### src/rtl/bus_arbiter.sv
// bus_arbiter: round-robin single-owner arbiter for the shared PE-to-PE data bus.
// Grants one eligible requester per cycle and drives registered bus, one-hot
// write-acknowledge and read-strobe outputs. Each granted PE is locked out for
// HOLDOFF cycles so a stale valid still in flight is never granted twice.
module bus_arbiter #(
    parameter int NUM_PE       = 8,
    parameter int DATA_LEN     = 16,
    parameter int BUS_ADDR_LEN = 3,
    parameter int NUM_STAGES   = 3,
    parameter int HOLDOFF      = 2*NUM_STAGES+1
) (
    input  logic                    clk,
    input  logic                    rst,
    input  logic [BUS_ADDR_LEN-1:0] addr_to_bus_p    [0:NUM_PE-1],
    input  logic [DATA_LEN-1:0]     data_to_bus_p    [0:NUM_PE-1],
    input  logic [NUM_PE-1:0]       valid_to_bus_p,
    input  logic [NUM_PE-1:0]       rd_buffer_full_p [0:NUM_PE-1],
    output logic [DATA_LEN-1:0]     data_bus,
    output logic [BUS_ADDR_LEN-1:0] addr_bus,
    output logic [NUM_PE-1:0]       wr_to_bus,
    output logic [NUM_PE-1:0]       rd_from_bus,
    output logic                    bus_err
);

    localparam int                HOLD_W    = $clog2(HOLDOFF+1);
    localparam logic [HOLD_W-1:0] HOLD_LOAD = HOLD_W'(HOLDOFF);
    // Eligibility vector is padded to the full address space so the rotating
    // scan index is exactly BUS_ADDR_LEN bits wide.
    localparam int                SPACE     = 1 << BUS_ADDR_LEN;

    if (HOLDOFF < 1 || NUM_STAGES < 1 || SPACE < NUM_PE) begin : g_bad_params
        $error("bus_arbiter: illegal parameter combination");
    end

    logic [BUS_ADDR_LEN-1:0] ptr_q, ptr_d;
    logic [HOLD_W-1:0]       hold_q [NUM_PE];
    logic [HOLD_W-1:0]       hold_d [NUM_PE];
    logic [DATA_LEN-1:0]     data_q, data_d;
    logic [BUS_ADDR_LEN-1:0] addr_q, addr_d;
    logic [NUM_PE-1:0]       wr_q, wr_d;
    logic [NUM_PE-1:0]       rd_q, rd_d;
    logic                    err_q, err_d;

    logic [NUM_PE-1:0]       full_sel;
    logic [NUM_PE-1:0]       bad_dst;
    logic [SPACE-1:0]        elig;
    logic                    gnt;
    logic [BUS_ADDR_LEN-1:0] gnt_src;
    logic [BUS_ADDR_LEN-1:0] gnt_dst;
    logic [BUS_ADDR_LEN-1:0] scan_idx;

    // Per-PE eligibility: valid, out of holdoff, legal destination, destination not full.
    always_comb begin
        full_sel = '0;
        bad_dst  = '0;
        elig     = '0;
        for (int s = 0; s < NUM_PE; s++) begin
            // Select the full flag without ever indexing past the last PE.
            for (int d = 0; d < NUM_PE; d++) begin
                if (int'(addr_to_bus_p[s]) == d) begin
                    full_sel[s] = rd_buffer_full_p[d][s];
                end
            end
            bad_dst[s] = valid_to_bus_p[s] && (int'(addr_to_bus_p[s]) >= NUM_PE);
            elig[s]    = valid_to_bus_p[s] && (hold_q[s] == '0) &&
                         (int'(addr_to_bus_p[s]) < NUM_PE) && !full_sel[s];
        end
    end

    // Rotating scan from ptr; descending order lets the nearest eligible PE win.
    always_comb begin
        gnt      = 1'b0;
        gnt_src  = '0;
        scan_idx = '0;
        for (int k = NUM_PE-1; k >= 0; k--) begin
            scan_idx = BUS_ADDR_LEN'((int'(ptr_q) + k) % NUM_PE);
            if (elig[scan_idx]) begin
                gnt     = 1'b1;
                gnt_src = scan_idx;
            end
        end
    end

    // Next-state for pointer, holdoff counters, bus outputs and error flag.
    always_comb begin
        gnt_dst = addr_to_bus_p[gnt_src];
        ptr_d   = ptr_q;
        data_d  = data_q;
        addr_d  = addr_q;
        wr_d    = '0;
        rd_d    = '0;
        err_d   = err_q | (|bad_dst);
        for (int s = 0; s < NUM_PE; s++) begin
            hold_d[s] = (hold_q[s] != '0) ? hold_q[s] - 1'b1 : '0;
            if (gnt && (gnt_src == BUS_ADDR_LEN'(s))) begin
                hold_d[s] = HOLD_LOAD;
            end
        end
        if (gnt) begin
            data_d = data_to_bus_p[gnt_src];
            addr_d = gnt_src;
            wr_d   = NUM_PE'(1) << gnt_src;
            rd_d   = NUM_PE'(1) << gnt_dst;
            ptr_d  = (int'(gnt_src) == NUM_PE-1) ? '0 : gnt_src + 1'b1;
        end
    end

    // State and output registers; reset discards any grant decided this cycle.
    always_ff @(posedge clk) begin
        if (rst) begin
            ptr_q  <= '0;
            data_q <= '0;
            addr_q <= '0;
            wr_q   <= '0;
            rd_q   <= '0;
            err_q  <= 1'b0;
            for (int s = 0; s < NUM_PE; s++) begin
                hold_q[s] <= '0;
            end
        end else begin
            ptr_q  <= ptr_d;
            data_q <= data_d;
            addr_q <= addr_d;
            wr_q   <= wr_d;
            rd_q   <= rd_d;
            err_q  <= err_d;
            for (int s = 0; s < NUM_PE; s++) begin
                hold_q[s] <= hold_d[s];
            end
        end
    end

    assign data_bus    = data_q;
    assign addr_bus    = addr_q;
    assign wr_to_bus   = wr_q;
    assign rd_from_bus = rd_q;
    assign bus_err     = err_q;

endmodule

### config.mk
export PLATFORM = sky130hd
export DESIGN_NAME = bus_arbiter
export DESIGN_NICKNAME = d
export VERILOG_FILES = /design/src/rtl/bus_arbiter.sv
export SDC_FILE = /design/constraint.sdc
export NUM_CORES = 1
export LEC_CHECK = 0
export BUFFER_PORTS_ARGS = -buffer_cell sky130_fd_sc_hd__buf_2
export CAP_MARGIN = 40
export CORE_ASPECT_RATIO = 2
export CORE_MARGIN = 5
export CORE_UTILIZATION = 45
export CTS_CLUSTER_SIZE = 8
export DETAILED_ROUTE_END_ITERATION = 16
export PLACE_DENSITY = 0.78
export SYNTH_ARGS = -nofsm -noshare
export SYNTH_HDL_FRONTEND = slang
export SYNTH_SLANG_ARGS = --single-unit
export TNS_END_PERCENT = 50
### constraint.sdc
create_clock -name clk -period 5.1 [get_ports clk]
set_input_delay 1.02 -clock clk [delete_from_list [all_inputs] [get_ports clk]]
set_output_delay 1.02 -clock clk [all_outputs]
set_load 0.02 [all_outputs]
==> results of run 1 <==
state kept, by name (all words and copies together), names as in the netlist:
| register | cells |
|---|---|
| addr_bus | 3 |
| ptr_q | 3 |
| data_bus | 16 |
| rd_from_bus | 8 |
| wr_to_bus | 8 |
| hold_q | 24 |
report_power, final:
part,internal [mW],switching [mW]
Sequential,0.670,0.0943
Combinational,2.10,3.49
Clock,0.391,0.229
critical path, cell delays in order:
cell,delay [ps]
buf_2,150
mux2_2,350
mux4_2,560
o32ai_1,540
o22ai_1,240
a21oi_1,410
nor2_1,130
a211o_2,400
nand2_2,180
inv_1,120
ha_1,270
ha_1,220
nand2_1,140
a31oi_1,90
how the worst max path moves through the flow:
stage | start | endpoint
final | addr_to_bus_p[18] | hold_q[1][10]
after global routing | addr_to_bus_p[18] | ptr_q[2]
after CTS | addr_to_bus_p[18] | hold_q[1][10]
after detailed placement | addr_to_bus_p[18] | hold_q[1][10]
after global placement | addr_to_bus_p[18] | rd_from_bus[4]
after floorplan | addr_to_bus_p[2] | ptr_q[2]
stage by stage:
step / hold slack [ps] / cell area (um^2) / util, %
after global placement: 443 / 6910 / 58.7
after global routing: 491 / 7220 / 61.3
after CTS: 461 / 7220 / 61.3
final: 462 / 7220 / 61.3
after detailed placement: 449 / 6920 / 58.8
after floorplan: 433 / 5440 / -
layout make-up:
cell class / count / area (um^2)
fillers: 1112 / 4550
multi-input cells: 552 / 3820
repair buffers: 287 / 1530
flip-flops and latches: 62 / 1240
clock buffers: 11 / 243
well taps: 145 / 181
inverters: 39 / 149
clock inverters: 5 / 58.8
cell families (layout without fill, tap and decap cells):
logic type	count (synthesis)	in the layout	share of synthesized area (%)
XOR/XNOR	5	5	0.806
AO/OA/AOI/OAI	158	158	21.7
adder cells (fa/ha/maj)	24	24	5.52
buffers and inverters	83	342	6.95
AND/OR/NAND/NOR	284	284	23.8
flip-flops	62	62	22.8
multiplexers	80	80	18.3
other	1	1	0.0690
routing by layer:
layer	up-vias	global-route usage (%)	wire length [um]
li1	3074	-	-
met1	3029	29.6	7290
met2	361	54.3	11600
met3	75	5.61	1640
met4	0	17.5	1160
met5	-	0	0
cell usage in the layout (no fill, tap or decap), types with 6 or more instances in the layout:
cell and count:
o32ai_1 7, or2_2 9, nand3_1 28, a32oi_1 16, a32o_1 17, nor4_1 6
clkbuf_16 9, buf_2 260, mux4_2 12, mux2i_1 31, nor3_1 10, nand4_1 19
dfxtp_1 62, nand2_1 155, o22ai_1 12, o21ai_0 7, nor2_1 37, mux2_2 32
inv_1 36, a21oi_1 36, a31oi_1 26, ha_1 24, buf_4 25
==> key figures, run 1 <==
Status
  – Status: finished clean

Finish
  – Share of cells above drive strength 1: 38.9%
  – Nets: 1201
  – Diodes inserted: 0
  – Non-Filler Instances: 1101
  – Layout Area Growth over Synthesis: 32.8%

Detailed routing
  – Wire per inst: 19.7 um
  – DRT Wirelength: 21.7 mm
  – DR pass1 iterations: 6
  – Antenna-violating nets left: 0
  – Via count: 6539
  – 1st-iter DRT viols: 494
  – Via/cell ratio: 5.94
  – # DRC: 0

Synthesis
  – Number of flops mapped to enable cells by yosys: 0
  – Commonest register cell after synthesis: dfxtp_1
  – Yosys warns: 0
  – Ys async rst share: 0%
  – Top cells by area, synth: dfxtp_1 (23%), nand2_1 (11%), mux2_2 (6.6%)
  – Top post-synthesis cells by count: nand2_1 (155), dfxtp_1 (62), nor2_1 (37), a21oi_1 (36), inv_1 (36)
  – Mapped Nets: 947
  – Post-synthesis cell count: 697
  – Syn avg cell area: 7.80 um^2
  – Count leader, synth: nand2_1
  – Synthesized area: 5440 um^2
  – Top cell type's share of synthesized area: 22.8%
  – Seq cells post-synth: 62
  – Seq/Total Area, Yosys: 22.8%
  – Synth unique cells: 67
  – Top cell type by total area after synthesis: dfxtp_1

Timing
  – Setup TNS Final: 0 ps
  – Worst-Margin Slew: 798 ps
  – Max-slew violations: 0
  – Max Fclk: 215 MHz
  – Final hold violations: 0
  – PnR worst setup slack: 458 ps
  – Fin Clk Skew: 8.48 ps
  – Final Cycle Share: 91.0%
  – Final setup fails: 0
  – RSZ-0062 raised after global routing: false
  – Worst slew margin: 46.8%
  – Final Critical Period: 4640 ps

Die
  – Core area: 11800 um^2
  – # IOs: 262
  – # rows: 56
  – Die width: 87.7 um
  – Die Area: 14500 um^2
  – Starting density of the core: 46.2%
  – Die height: 165 um

Power
  – Peak VDD IR: 737 uV
  – Total power: 6.97 mW
  – Power Density: 966 nW/um^2
  – Lkg Pwr: 3.43 nW

Placement
  – IO buf count: 260
  – Setup Slack @ Placement: 194 ps
  – Hpwl dp: 18.0 mm
  – Gpl congestion: 1.04
  – Placed insts: 1085

Worst setup path
  – CP arrival: 4830 ps
  – Crit start category: input pin
  – Reg2Reg Depth: 12
  – CP Capture Type: register
  – R2R setup slack: 820 ps
  – Worst reg2reg startpoint: ptr_q[2]
  – Setup Crit Path Kind: in -> reg
  – CP required: 5290 ps
  – Highest net fanout along the worst path: 6
  – Worst R2R End: rd_from_bus[4]

Clock network
  – Clock Pin Slew Worst Setup and Hold Paths: 50 ps
  – Root buffer cell: clkbuf_16
  – CTS Buffer Depth: 2
  – Cts hold-fix bufs: 0
  – Clk_lat worst skew: 330 ps
  – Setup bufs post-CTS: 0
  – CTS H-tree lvls: 3
  – CTS tree: yes
  – Sink Count: 62
  – Post-cts sizing count: 0
  – Num CTS Buffers: 9

GRT
  – Vias in the first global route: 6708
  – Global-route wire length before repair: 32.8 mm
  – GRT Util Overall: 29.5%
  – Largest net degree at the start of global routing: 37
  – Total grt overflow: 0
  – Antenna violations before repair: 0

Min path
  – WHS Endpoint: data_bus[3]
  – Hold Path Cell Cnt: 1
  – Worst Hold Class: reg -> reg
  – Hold Crit Start: data_bus[3]

Job
  – Max-cap violation count: 0
Note: power is estimated with default switching activity, not from simulation.
==> inputs of run 2 (changes only) <==
--- a/config.mk
+++ b/config.mk
@@ -5,12 +5,13 @@
 export SDC_FILE = /design/constraint.sdc
 export NUM_CORES = 1
 export LEC_CHECK = 0
+export ABC_AREA = 1
 export BUFFER_PORTS_ARGS = -buffer_cell sky130_fd_sc_hd__buf_2
 export CAP_MARGIN = 40
 export CORE_ASPECT_RATIO = 2
 export CORE_MARGIN = 5
 export CORE_UTILIZATION = 45
-export CTS_CLUSTER_SIZE = 8
+export CTS_CLUSTER_SIZE = 28
 export DETAILED_ROUTE_END_ITERATION = 16
 export PLACE_DENSITY = 0.78
 export SYNTH_ARGS = -nofsm -noshare
==> key figures, run 2 <==
Placement
  – IO buf count: 260 (unchanged)
  – Gpl congestion: 0.884 (was 1.04)
  – Placed insts: 1329 (was 1085)
  – Hpwl dp: 15.9 mm (was 18.0 mm)

Clock network
  – Cts hold-fix bufs: 0 (unchanged)
  – CTS H-tree lvls: 3 (unchanged)
  – CTS tree: yes (unchanged)
  – Clock Pin Slew Worst Setup and Hold Paths: 50 ps (about the same)
  – Clk_lat worst skew: 330 ps (about the same)
  – Setup bufs post-CTS: 0 (unchanged)
  – CTS Buffer Depth: 2 (unchanged)
  – Num CTS Buffers: 9 (unchanged)
  – Post-cts sizing count: 0 (unchanged)
  – Sink Count: 62 (unchanged)
  – Root buffer cell: clkbuf_16 (unchanged)

GRT
  – Vias in the first global route: 6554 (was 6708)
  – GRT Util Overall: 26.5% (was 29.5%)
  – Largest net degree at the start of global routing: 48 (was 37)
  – Total grt overflow: 0 (unchanged)
  – Antenna violations before repair: 0 (unchanged)
  – Global-route wire length before repair: 30.8 mm (was 32.8 mm)

Synthesis
  – Top cell type's share of synthesized area: 23.3% (was 22.8%)
  – Top cells by area, synth: nand2_1 (23%), dfxtp_1 (23%), nand3_1 (16%) (was dfxtp_1 (23%), nand2_1 (11%), mux2_2 (6.6%))
  – Mux contribution to synthesized area: 0% (was 18.3%)
  – Seq cells post-synth: 62 (unchanged)
  – Commonest register cell after synthesis: dfxtp_1 (unchanged)
  – Post-Synth Adder-Cell Area: 5.51% (was 5.52%)
  – Mapped Nets: 1205 (was 947)
  – Largest family of logic cells by synthesized area: simple AND/OR/NAND/NOR gates (unchanged)
  – Ys async rst share: 0% (unchanged)
  – Post-synthesis simple-gate area fraction: 49.2% (was 23.8%)
  – Yosys warns: 0 (unchanged)
  – Post-synthesis cell count: 955 (was 697)
  – Synth unique cells: 34 (was 67)
  – Number of flops mapped to enable cells by yosys: 0 (unchanged)
  – Compound-Gate Fraction of Synth Area: 9.33% (was 21.7%)
  – Top cell type by total area after synthesis: nand2_1 (was dfxtp_1)
  – Seq/Total Area, Yosys: 22.8% (about the same)
  – Count leader, synth: nand2_1 (unchanged)
  – Synthesized area: 5450 um^2 (was 5440 um^2)
  – Top post-synthesis cells by count: nand2_1 (338), nand3_1 (178), inv_1 (115), nor2_1 (67), dfxtp_1 (62) (was nand2_1 (155), dfxtp_1 (62), nor2_1 (37), a21oi_1 (36), inv_1 (36))
  – Syn avg cell area: 5.70 um^2 (was 7.80 um^2)
  – Post-Synth XOR/XNOR Area: 0.482% (was 0.806%)

Finish
  – Non-Filler Instances: 1345 (was 1101)
  – Max reg flops: 24 (unchanged)
  – Layout Area Growth over Synthesis: 30.0% (was 32.8%)
  – Commonest non-fill, non-tap cell in the layout: nand2_1 (was buf_2)
  – Area of the multi-input gates: 3520 um^2 (was 3820 um^2)
  – Share of cells above drive strength 1: 26.2% (was 38.9%)
  – Nets: 1443 (was 1201)
  – Most frequent cells in the layout: nand2_1 (337), buf_2 (260), nand3_1 (178) (was buf_2 (260), nand2_1 (155), dfxtp_1 (62))
  – Fillers: 1235 (was 1112)
  – Most flop-heavy register: hold_q (unchanged)
  – Sequential cell area: 1240 um^2 (unchanged)
  – Diodes inserted: 0 (unchanged)

Die
  – Die Area: 14500 um^2 (about the same)
  – Die height: 166 um (was 165 um)
  – Die width: 87.8 um (was 87.7 um)
  – # rows: 57 (was 56)
  – Core area: 12000 um^2 (was 11800 um^2)
  – # IOs: 262 (unchanged)
  – Starting density of the core: 45.5% (was 46.2%)

Timing
  – Final hold violations: 0 (unchanged)
  – Fin Clk Skew: 8.35 ps (was 8.48 ps)
  – RSZ-0062 raised after global routing: false (unchanged)
  – Worst slew margin: 42.6% (was 46.8%)
  – Final Critical Period: 3980 ps (was 4640 ps)
  – Setup TNS Final: 0 ps (unchanged)
  – Max Fclk: 251 MHz (was 215 MHz)
  – Max-slew violations: 0 (unchanged)
  – Final setup fails: 0 (unchanged)
  – Final Cycle Share: 78.1% (was 91.0%)
  – Worst-Margin Slew: 861 ps (was 798 ps)

Worst setup path
  – Reg2Reg Depth: 21 (was 12)
  – Crit path capture: data_bus[4] (was hold_q[1][10])
  – CP required: 5360 ps (was 5290 ps)
  – CP arrival: 4240 ps (was 4830 ps)
  – R2R setup slack: 1120 ps (was 820 ps)
  – Crit start category: register (was input pin)
  – CP Capture Type: register (unchanged)
  – Worst reg2reg startpoint: ptr_q[0] (was ptr_q[2])
  – Highest net fanout along the worst path: 41 (was 6)
  – Worst R2R End: data_bus[4] (was rd_from_bus[4])
  – Critical Path Start: ptr_q[0] (was addr_to_bus_p[18])
  – Setup Crit Path Kind: reg -> reg (was in -> reg)

Detailed routing
  – Via count: 6894 (was 6539)
  – Via/cell ratio: 5.13 (was 5.94)
  – # DRC: 0 (unchanged)
  – Antenna-violating nets left: 0 (unchanged)
  – Wire per inst: 14.7 um (was 19.7 um)
  – DRT Wirelength: 19.8 mm (was 21.7 mm)
  – 1st-iter DRT viols: 431 (was 494)
  – DR pass1 iterations: 5 (was 6)

Min path
  – Worst Hold Class: reg -> reg (unchanged)

Job
  – Max-cap violation count: 0 (unchanged)

Status
  – Status: finished clean (unchanged)
## run 2: worst min-delay path by stage
stage,slack [ps],to,depth (start not counted),start
after floorplan,440,hold_q[0][3],1,hold_q[0][3]
after global placement,430,data_bus[1],2,data_bus[1]
after detailed placement,440,data_bus[1],2,data_bus[1]
after CTS,450,data_bus[1],2,data_bus[1]
after global routing,470,data_bus[1],2,data_bus[1]
final,450,data_bus[1],2,data_bus[1]
## run 2: cells by family (layout without fill, tap and decap cells)
| family | Yosys count | after routing |
|---|---|---|
| and+or+nand+nor | 620 | 620 |
| DFF | 62 | 62 |
| AOI/OAI and AO/OA | 82 | 82 |
| buffers and inverters | 163 | 406 |
| other | 1 | 1 |
| adders and majority gates | 24 | 24 |
| xor gates and xnor gates | 3 | 3 |
## run 2: layout make-up
type / count / area share [%]
Clock buffer: 13 / 3.68
Clock inverter: 3 / 0.601
Inverter: 122 / 6.47
Multi-Input combinational cell: 730 / 49.7
Sequential cell: 62 / 17.5
Tap cell: 147 / 2.60
Timing Repair Buffer: 268 / 19.4
## run 2: through the flow
step | worst slack [ps] | util, % | cell area (um^2) | hold WS [ps]
after detailed placement | 1050 | 56.6 | 6780 | 436
after global routing | 705 | 59.1 | 7080 | 475
after global placement | 1060 | 56.6 | 6780 | 433
after floorplan | 1770 | - | 5450 | 444
after CTS | 1190 | 59.1 | 7080 | 452
final | 1120 | 59.1 | 7080 | 451
## run 2: layer usage
metal / up-vias / global-route usage [%] / routed length [um]
met5: - / 0 / 0
met4: 0 / 6.63 / 311
met3: 22 / 4.82 / 1920
met2: 311 / 45.6 / 9480
met1: 3035 / 33.7 / 8050
li1: 3526 / - / -
## run 2: critical path, stage by stage, from the launching register on
cell	delay [ps]
dfxtp_1	700
inv_2	250
ha_1	520
inv_1	170
nand3_1	130
nand3_1	110
nand2_2	140
inv_2	50
nand2_1	70
nand2_1	50
nand2_1	50
nand2_1	50
nand2_1	100
nand2_4	200
nand2_4	360
buf_4	430
nand2_1	120
nand3_1	90
nand3_1	90
nand2_1	100
nand2_1	50
nand2_1	60
Power of run 2 is not shown: default switching activity piles up to over one toggle a cycle in this logic, so the estimate is an artifact.
